$ cat config.mk
export PLATFORM = sky130hd
export DESIGN_NAME = if_fetch_stage
export DESIGN_NICKNAME = d
export VERILOG_FILES = /design/src/rtl/if_fetch_stage.sv
export SDC_FILE = /design/constraint.sdc
export NUM_CORES = 1
export LEC_CHECK = 0
export BUFFER_PORTS_ARGS = -buffer_cell sky130_fd_sc_hd__clkbuf_2
export CORE_MARGIN = 1.5
export CORE_UTILIZATION = 45
export DETAILED_ROUTE_END_ITERATION = 8
export GPL_ROUTABILITY_DRIVEN = 0
export GPL_TIMING_DRIVEN = 0
export PLACE_DENSITY = 0.67
export SYNTH_ARGS = -nofsm -noshare
export SYNTH_HDL_FRONTEND = slang
export SYNTH_SLANG_ARGS = --single-unit
export TNS_END_PERCENT = 100
$ cat constraint.sdc
create_clock -name clk -period 5.51 [get_ports clk]
set_input_delay 1.3775 -clock clk [delete_from_list [all_inputs] [get_ports clk]]
set_output_delay 1.3775 -clock clk [all_outputs]
set_load 0.02 [all_outputs]
$ cat src/rtl/if_fetch_stage.sv
// if_fetch_stage: instruction fetch between the PC and ID, filling the IF/ID register
// with flush, stall, hold-buffer and timeout handling.
module if_fetch_stage #(
    parameter logic [31:0] NOP_INST       = 32'h00000000,
    parameter int unsigned TIMEOUT_CYCLES = 255
) (
    input  logic        clk,
    input  logic        rst_n,
    input  logic [31:0] inst_addr,
    input  logic        flush,
    input  logic        id_stall,
    output logic        pc_stall,
    output logic        imem_req,
    output logic [31:0] imem_addr,
    input  logic        imem_rvalid,
    input  logic [31:0] imem_rdata,
    output logic        id_valid,
    output logic [31:0] id_inst,
    output logic [31:0] id_pc,
    output logic [31:0] id_pc_plus4,
    output logic        fetch_err
);
    typedef enum logic [1:0] {REQ, WAIT, HOLD, DRAIN} state_t;

    localparam logic [15:0] TO_LIMIT = 16'(TIMEOUT_CYCLES);

    state_t      state_q, state_d;
    logic [31:0] req_addr_q, req_addr_d;
    logic [31:0] hold_inst_q, hold_inst_d;
    logic [31:0] hold_pc_q, hold_pc_d;
    logic [31:0] id_inst_q, id_inst_d;
    logic [31:0] id_pc_q, id_pc_d;
    logic [31:0] id_pc_plus4_q, id_pc_plus4_d;
    logic        id_valid_q, id_valid_d;
    logic        fetch_err_q, fetch_err_d;
    logic [15:0] cnt_q, cnt_d;
    logic [15:0] cnt_inc;
    logic        slot_free, load_wait, load_hold, timeout;

    assign imem_req    = (state_q == REQ) && !flush;
    assign imem_addr   = inst_addr;
    assign pc_stall    = !(load_wait || load_hold || flush);
    assign id_valid    = id_valid_q;
    assign id_inst     = id_inst_q;
    assign id_pc       = id_pc_q;
    assign id_pc_plus4 = id_pc_plus4_q;
    assign fetch_err   = fetch_err_q;

    always_comb begin
        slot_free     = !id_stall || !id_valid_q;
        cnt_inc       = cnt_q + 16'd1;
        timeout       = (state_q == WAIT || state_q == DRAIN) && !imem_rvalid && cnt_inc == TO_LIMIT;
        load_wait     = !flush && state_q == WAIT && imem_rvalid && slot_free;
        load_hold     = !flush && state_q == HOLD && !id_stall;
        req_addr_d    = imem_req ? inst_addr : req_addr_q;
        cnt_d         = imem_req ? 16'd0
                      : ((state_q == WAIT || state_q == DRAIN) && !imem_rvalid) ? cnt_inc : cnt_q;
        hold_inst_d   = (state_q == WAIT && imem_rvalid) ? imem_rdata : hold_inst_q;
        hold_pc_d     = (state_q == WAIT && imem_rvalid) ? req_addr_q : hold_pc_q;
        fetch_err_d   = fetch_err_q || timeout;
        id_valid_d    = id_valid_q;
        id_inst_d     = id_inst_q;
        id_pc_d       = id_pc_q;
        id_pc_plus4_d = id_pc_plus4_q;
        // flush wins over everything, including a stalled ID
        if (flush) begin
            id_valid_d = 1'b0;
            id_inst_d  = NOP_INST;
        end else if (load_wait || load_hold) begin
            id_valid_d    = 1'b1;
            id_inst_d     = load_wait ? imem_rdata : hold_inst_q;
            id_pc_d       = load_wait ? req_addr_q : hold_pc_q;
            id_pc_plus4_d = (load_wait ? req_addr_q : hold_pc_q) + 32'd4;
        end else if (!id_stall) begin
            id_valid_d = 1'b0;
            id_inst_d  = NOP_INST;
        end
        unique case (state_q)
            REQ:     state_d = flush ? REQ : WAIT;
            WAIT:    state_d = imem_rvalid ? ((flush || slot_free) ? REQ : HOLD)
                             : (timeout ? REQ : (flush ? DRAIN : WAIT));
            HOLD:    state_d = (flush || !id_stall) ? REQ : HOLD;
            DRAIN:   state_d = (imem_rvalid || timeout) ? REQ : DRAIN;
            default: state_d = REQ;
        endcase
    end

    always_ff @(posedge clk or negedge rst_n) begin
        if (!rst_n) begin
            state_q       <= REQ;
            req_addr_q    <= '0;
            hold_inst_q   <= '0;
            hold_pc_q     <= '0;
            id_inst_q     <= NOP_INST;
            id_pc_q       <= '0;
            id_pc_plus4_q <= '0;
            id_valid_q    <= 1'b0;
            fetch_err_q   <= 1'b0;
            cnt_q         <= '0;
        end else begin
            state_q       <= state_d;
            req_addr_q    <= req_addr_d;
            hold_inst_q   <= hold_inst_d;
            hold_pc_q     <= hold_pc_d;
            id_inst_q     <= id_inst_d;
            id_pc_q       <= id_pc_d;
            id_pc_plus4_q <= id_pc_plus4_d;
            id_valid_q    <= id_valid_d;
            fetch_err_q   <= fetch_err_d;
            cnt_q         <= cnt_d;
        end
    end
endmodule

Word-level counts from Yosys, hierarchy flattened:

Index checks and enable logic that the tools add are counted.

* register bits after elaboration: 212
* output and inout port bits: 132

* $add $sub $neg: 2
* equality and inequality tests: 5
* multiplexer cells: 18
* bitwise logic cells: 1
* reductions and logical operators: 25

Operator list (count)
* $mux W32: 5
* $add A32 B3 Y32 const B: 1
* $mux W16: 2
* $add A16 B1 Y16 const B: 1
* $eq A16 B8 Y1 const B: 1
* $mux W2: 6
* $logic_and A1 B1 Y1: 9
* $logic_or A1 B1 Y1: 8
* $pmux W2 S4: 1
* $logic_not A1 Y1: 5
* $eq A2 B2 Y1 const B: 2
* $mux W1: 4
* $ne A3 B2 Y1 const B: 1
* $eq A2 B1 Y1 const B: 1
* $logic_not A2 Y1: 1
* $reduce_and A2 Y1: 1
* $reduce_bool A2 Y1: 1
* $not A1 Y1: 1

Longest topological paths before layout:

Gate-level depths: netlist (run 1).

* depth in word-level cells: 7
* mapped depth: 16
* depth with buffers taken out: 11

Worst setup path after synthesis (run 1):

No wires, ideal clock.

* kind: input to register
* from: in flush
* to: reg id_pc_plus4_q[16], in the netlist id_pc_plus4[16]
* setup time: 0.101 ns
* data arrival time: 4.117 ns
* data required time: 5.409 ns
* path slack: 1.293 ns
* stages: 16
* path buffers: 5
* cells stage by stage: buf_2 nor2_1 and3_1 buf_6 buf_2 buf_2 buf_2 nand2_1 nand2_1 ha_1 nand2_1 nor4_2 mux2i_2 o21bai_1 nor3b_1 o32ai_1

* longest elaborated chain between the ends: 6

Ends and longest elaborated chain
* from (decl): RTL line 10 `input logic flush,`
* $logic_not A1 Y1: RTL line 53, 54
* $logic_and A1 B1 Y1 (3 in a row): RTL line 53 `load_wait = !flush && state_q == WAIT && imem_rvalid && slot_free;`
* $mux W32 or $logic_or A1 B1 Y1 (tied branches): RTL line 73, 69
* $add A32 B3 Y32 or $reduce_and A2 Y1 (tied branches)
* to (signal assigned): RTL line 107 `id_pc_plus4_q <= id_pc_plus4_d;`
* to (decl): RTL line 33 `logic [31:0] id_pc_plus4_q, id_pc_plus4_d;`

Several ways; a longest one is shown, not always the timed one.
A chain may end at the register's enable or synchronous reset.

Final worst setup path (run 1):

* from: in id_stall
* to: reg id_pc_plus4_q[30], in the netlist id_pc_plus4[30]

* longest elaborated chain between the ends: 5

Ends and longest elaborated chain
* from (decl): RTL line 11 `input logic id_stall,`
* $logic_not A1 Y1 (*): RTL line 50, 54
* $logic_or A1 B1 Y1: RTL line 50 `slot_free = !id_stall || !id_valid_q;`
* $logic_and A1 B1 Y1: RTL line 53
* $mux W32 or $logic_or A1 B1 Y1 (tied branches): RTL line 73, 69
* $add A32 B3 Y32 or $reduce_and A2 Y1 (tied branches)

Every way passes the cells marked *; elsewhere a longest branch is shown, timed or not.

==> results of run 1 <==
[Yosys cell counts (all sizes together), types with 3 or more instances]
| master | instances | area share |
|---|---|---|
| a211oi | 3 | 0.0034 |
| a21oi | 7 | 0.0034 |
| a222oi | 32 | 0.031 |
| a31oi | 42 | 0.026 |
| and2 | 6 | 0.0037 |
| and3 | 13 | 0.0080 |
| and4 | 4 | 0.0034 |
| buf | 62 | 0.039 |
| clkbuf | 36 | 0.013 |
| dfrtp | 210 | 0.52 |
| ha | 3 | 0.0037 |
| inv | 34 | 0.013 |
| mux2 | 100 | 0.11 |
| mux2i | 18 | 0.018 |
| nand2 | 135 | 0.050 |
| nand2b | 5 | 0.0031 |
| nand3 | 27 | 0.013 |
| nand4 | 12 | 0.0074 |
| nor2 | 61 | 0.022 |
| nor2b | 3 | 0.0018 |
| nor3 | 20 | 0.0098 |
| nor3b | 4 | 0.0029 |
| nor4 | 7 | 0.0055 |
| o211ai | 4 | 0.0034 |
| o21ai | 52 | 0.026 |
| o21bai | 4 | 0.0029 |
| o22ai | 8 | 0.0049 |
| o31ai | 4 | 0.0029 |
| xnor2 | 21 | 0.018 |
| xor2 | 17 | 0.015 |
[registers in the layout (all words and copies together) (netlist names)]
register,count
hold_inst_q,32
state_q,2
req_addr_q,32
fetch_err,1
id_valid,1
id_inst,32
cnt_q,16
id_pc_plus4,30
hold_pc_q,32
id_pc,32
[routing by layer]
metal,GRT usage,up-vias,share of wire
met3,0.0583,55,0.082
li1,-,3922,-
met1,0.326,4126,0.44
met2,0.363,328,0.44
met4,0.0818,0,0.032
met5,0,-,0
[worst max-delay path by stage]
stage                        start                     endpoint  slack (ps)  cells past startpoint
after global placement       rst_n   hold_inst_q[6]$_DFFE_PN0P_       -1150                      1
final                     id_stall  id_pc_plus4[30]$_DFFE_PN0P_         800                     16
after CTS                 id_stall  id_pc_plus4[30]$_DFFE_PN0P_         880                     16
after global routing      id_stall  id_pc_plus4[16]$_DFFE_PN0P_         550                     16
after floorplan              flush  id_pc_plus4[16]$_DFFE_PN0P_        1290                     16
after detailed placement  id_stall  id_pc_plus4[30]$_DFFE_PN0P_         360                     16
[stage by stage]
step | util | TNS, ps
floorplan | - | 0
global placement | 0.524 | -236240
detailed placement | 0.527 | 0
CTS | 0.565 | 0
global route | 0.565 | 0
finish | 0.565 | 0
[power groups by stage]
stage | clock (mW) | combinational, mW | sequential [mW]
2_1_floorplan | 0 | 1.04 | 2.80
3_3_place_gp | 0 | 1.86 | 2.64
3_5_place_dp | 0 | 1.91 | 2.66
4_1_cts | 1.66 | 1.92 | 2.63
5_1_grt | 1.71 | 2.09 | 2.72
6_report | 1.63 | 1.90 | 2.64
[cell families after synthesis]
group,Yosys count,share of synthesized area
mux,118,0.128
compound gates,176,0.121
buf+inv,132,0.0649
flops,210,0.515
fa+ha+maj,3,0.00368
xor+xnor,38,0.0326
simple gates,301,0.134
[layout make-up]
cell class / instances / area share
Clock buffer: 37 / 0.0604
Tap cell: 280 / 0.0282
Timing Repair Buffer: 201 / 0.0852
Buffer: 98 / 0.0430
Clock inverter: 8 / 0.00573
Sequential cell: 210 / 0.423
Inverter: 34 / 0.0103
Multi-Input combinational cell: 636 / 0.345
==> impl_metrics.yaml, run 1 <==
layout:
  nets: 1278
  syn2layout_area_growth_pct: 21.9
  final_cell_mix: "dfrtp_1, clkbuf_2, nand2_1"
  stdcell_area_um2: 12400
  multi_input_area_um2: 4290
  fillers: 1938
  seq_area_um2: 5260
  n_antenna_cell: 0
  layout_commonest_cell: "dfrtp_1"
  finalNonFillerCells: 1504
  drive_gt1_frac: 0.334
floorplan:
  pin_count: 201
  num_rows: 54
  start_util: 0.463
  die_h_um: 154
  core_um2: 22000
  dieArea_um2: 23600
  die_x_um: 154
worst_hold_path:
  holdCritStartpoint: "fetch_err$_DFF_PN0_"
  hold_class: "flip-flop to flip-flop"
  holdPathEnd: "fetch_err$_DFF_PN0_"
  min_path_cells: 1
timing:
  hold_viol_final: 0
  setup_viol: 0
  finClkSkew_ps: 22.0
  slew_viol_final: 0
  maxSlewHeadroom: 0.291
  rsz0062_at_grt: "false"
  fin_ws_ps: 796
  min_period_ps: 4710
  post-route-period-util: 0.856
  hold_ws_ps: 466
  worst-slew-pin-transition_ps: 1060
  fmax_mhz: 212
clocking:
  htreeDepth: 1
  clock_path_buffers: 3
  cts_tree: "done"
  cts_buffers: 25
  worstSkewPairLatency_ps: 530
  cts.reportedPaths.clkPinSlew_ps: 60
  cts_setup_buffers: 0
  clock-sinks: 210
  cts_hold_buf: 0
  cts_root_buffer: "clkbuf_16"
  post_cts_resized: 0
routing:
  wl_per_cell_um: 18.4
  drt-pass1-iter-count: 6
  drc: 0
  vias: 8431
  viasPerCell: 5.61
  drt_iter0_markers: 563
  ant_nets: 0
  drt-total-wl_um: 27700
placement:
  post_dp_cell_area_um2: 11600
  portBuffers: 199
  place_inst: 1459
  place_ws_ps: 359
  hpwl_um: 19600
setup_path:
  slowest_delay_ps: 450
  crit_path_start_kind: "input port"
  worstPathArrival_ps: 5090
  cp_top_family: "buffers and inverters"
  cp_slowest_cell: "nor4_2"
  path_cells: "clkbuf_2, nand2_1, buf_2, nand3_1, buf_2, buf_2, buf_2, nand2_1, nand2_1, ha_1, nand2_1, nor4_2, mux2i_2, a2111oi_2, xor2_1, o21ai_0"
  worstPathRequired_ps: 5880
  worst-path-buf-inv: 5
  r2r.worst_path.cells: 15
  rrSetupSlack_ps: 1340
  endpoint_kind: "flip-flop"
  timing_worst_setup_path_type: "input port to flip-flop"
  crit_fanout: 10
  reg2reg_to: "id_pc_plus4[30]$_DFFE_PN0P_"
  r2r_start: "id_valid$_DFFE_PN0P_"
pwr:
  power.leakage_nw: 5.90
  intPower_mw: 3.92
  power.switching_mw: 2.26
  pwr-share-comb: 0.308
  power_density_nw_per_um2: 497
  power_frac_clock: 0.264
  peakVddDrop_mv: 0.247
  power_mw: 6.18
  pwr-share-seq: 0.428
  switching_share: 0.365
global_routing:
  track_usage: 0.236
  grt_pass1_wl_um: 44800
  antenna_found_initial: 0
  grt_pass1_vias: 8433
  grt_overflow: 0
  grt_max_degree: 93
synthesis:
  synth_flop_cell: "dfrtp_1"
  synth.net_count: 1050
  syn_inst: 978
  yosys_warnings: 0
  synth_area_per_cell_um2: 10.4
  synthDistinctLibCells: 57
  seq_area_frac_synth: 0.515
  ys_async_sr_fraction: 1.00
  synth_edf_count: 0
  ys_seq_elements: 210
  syn-cell-area_um2: 10200
status:
  outcome: "finished clean"
job:
  drv_cap: 0
Note: power is estimated with default switching activity, not from simulation.
==> inputs of run 2 (changes only) <==
--- a/config.mk
+++ b/config.mk
@@ -7,11 +7,11 @@
 export LEC_CHECK = 0
 export BUFFER_PORTS_ARGS = -buffer_cell sky130_fd_sc_hd__clkbuf_2
 export CORE_MARGIN = 1.5
-export CORE_UTILIZATION = 45
+export CORE_UTILIZATION = 60
 export DETAILED_ROUTE_END_ITERATION = 8
 export GPL_ROUTABILITY_DRIVEN = 0
 export GPL_TIMING_DRIVEN = 0
-export PLACE_DENSITY = 0.67
+export PLACE_DENSITY = 0.86
 export SYNTH_ARGS = -nofsm -noshare
 export SYNTH_HDL_FRONTEND = slang
 export SYNTH_SLANG_ARGS = --single-unit
==> run 2 against run 1 <==
Final cell count fell by 4.3%. Worst hold slack improved by 1.8 ps. Sequential share of layout area rose by 0.53 points. Final area fell by 1.2%. Critical path depth did not move. Setup slack improved by 23 ps. Power fell by 0.63%. First-iteration DRC count rose by 66%. Combinational power barely moved. Highest routed layer unchanged.
==> impl_metrics.yaml, run 2 (same netlist as run 1, synthesis figures left out) <==
routing:
  drt_iter0_markers: 936
  drt-pass1-iter-count: 9
  drc: 0
  wl_met3_um: 2580
  vias: 8715
  wl_met1_um: 10900
  viasPerCell: 6.05
  ant_nets: 0
  wl_per_cell_um: 18.9
  wl_met2_um: 12700
  drt-total-wl_um: 27300
  top_layer_used: "met4"
floorplan:
  die_h_um: 133
  num_rows: 47
  core_um2: 16600
  dieArea_um2: 17800
  start_util: 0.615
  pin_count: 201
  die_x_um: 133
pwr:
  power.leakage_nw: 5.86
  peakVddDrop_mv: 0.304
  power_mw: 6.14
  power_density_nw_per_um2: 500
clocking:
  post_cts_resized: 0
  clock_path_buffers: 3
  clock-sinks: 210
  cts_setup_buffers: 0
  cts_tree: "done"
  cts.reportedPaths.clkPinSlew_ps: 60
  cts_buffers: 23
  worstSkewPairLatency_ps: 520
  cts_hold_buf: 0
  cts_root_buffer: "clkbuf_16"
  htreeDepth: 1
layout:
  finalNonFillerCells: 1440
  fin_util: 0.741
  syn2layout_area_growth_pct: 20.4
  stdcell_area_um2: 12300
  final_cell_mix: "dfrtp_1, clkbuf_2, nand2_1"
  drive_gt1_frac: 0.333
  layout_commonest_cell: "dfrtp_1"
  fillers: 1181
  n_antenna_cell: 0
  nets: 1275
timing:
  worst-slew-pin-transition_ps: 1010
  hold_viol_final: 0
  hold_ws_ps: 468
  timing.setup.tns_ps: 0
  finClkSkew_ps: 13.8
  setup_viol: 0
  slew_viol_final: 0
  maxSlewHeadroom: 0.319
  min_period_ps: 4690
  post-route-period-util: 0.851
  rsz0062_at_grt: "false"
  fmax_mhz: 213
  fin_ws_ps: 819
job:
  drv_cap: 0
placement:
  place_inst: 1398
  place_ws_ps: 386
  post_dp_cell_area_um2: 11500
  portBuffers: 199
  hpwl_um: 18700
global_routing:
  grt_overflow: 0
  grt_pass1_wl_um: 44000
  antenna_found_initial: 0
  track_usage: 0.310
  grt_pass1_vias: 8530
  grt_max_degree: 115
setup_path:
  endpoint_kind: "flip-flop"
  slowest_delay_ps: 450
  cp_slowest_cell: "nor4_2"
  path_cells: "clkbuf_2, nand2_1, buf_2, nand3_1, buf_2, buf_2, buf_2, nand2_1, nand2_1, ha_1, nand2_1, nor4_2, mux2i_2, o21bai_1, nor3b_1, o32ai_1"
  timing_worst_setup_path_type: "input port to flip-flop"
  crit_path_start_kind: "input port"
  crit_fanout: 10
  worstPathArrival_ps: 5090
  worstPathRequired_ps: 5910
status:
  outcome: "finished clean"
worst_hold_path:
  hold_class: "flip-flop to flip-flop"
[run 2: cell count changes in the layout (fill, tap and decap cells not counted), sizes merged]
cell and delta:
bufinv +1, clkbuf -6, buf -1, clkinv +2
[run 2: metal layers]
layer / global-route usage / vias to the layer above
li1: - / 3918
met1: 0.416 / 4254
met2: 0.491 / 464
met3: 0.0727 / 79
met4: 0.125 / 0
met5: 0 / -
[run 2: final timing paths]
path / from / to / slack [ps] / cells after the start
setup / recovery: id_stall / id_pc_plus4[16]$_DFFE_PN0P_ / 820 / 16
max in group asynchronous: rst_n / hold_inst_q[5]$_DFFE_PN0P_ / 3540 / 2
min in group asynchronous: rst_n / id_pc[14]$_DFFE_PN0P_ / 960 / 1
hold reg to reg: fetch_err$_DFF_PN0_ / fetch_err$_DFF_PN0_ / 470 / 1
setup reg to reg: id_valid$_DFFE_PN0P_ / id_pc_plus4[16]$_DFFE_PN0P_ / 1380 / 15
hold / removal: fetch_err$_DFF_PN0_ / fetch_err$_DFF_PN0_ / 470 / 1
[run 2: area by class of cell]
type | count | area, µm² | share of cell area
clock buffer | 31 | 656 | 0.0534
clock inverter | 11 | 115 | 0.00937
timing repair buffer | 200 | 1030 | 0.0840
multi-input combinational | 636 | 4290 | 0.349
tap | 220 | 275 | 0.0224
buffer | 98 | 534 | 0.0435
sequential | 210 | 5260 | 0.428
inverter | 34 | 128 | 0.0104
[run 2: report_power, final]
group	switching [mW]	leakage (nW)	internal, mW	total [mW]
clock network	0.631	0.383	0.930	1.56
logic	1.10	2.90	0.825	1.93
registers	0.542	2.58	2.11	2.65
[run 2: worst max-delay path: cells and delay by family]
kind,cells,cell delay (ps)
buffers and inverters,5,1300
AND/OR/NAND/NOR,7,1250
AO/OA/AOI/OAI,2,610
multiplexers,1,300
adder cells (fa/ha/maj),1,250
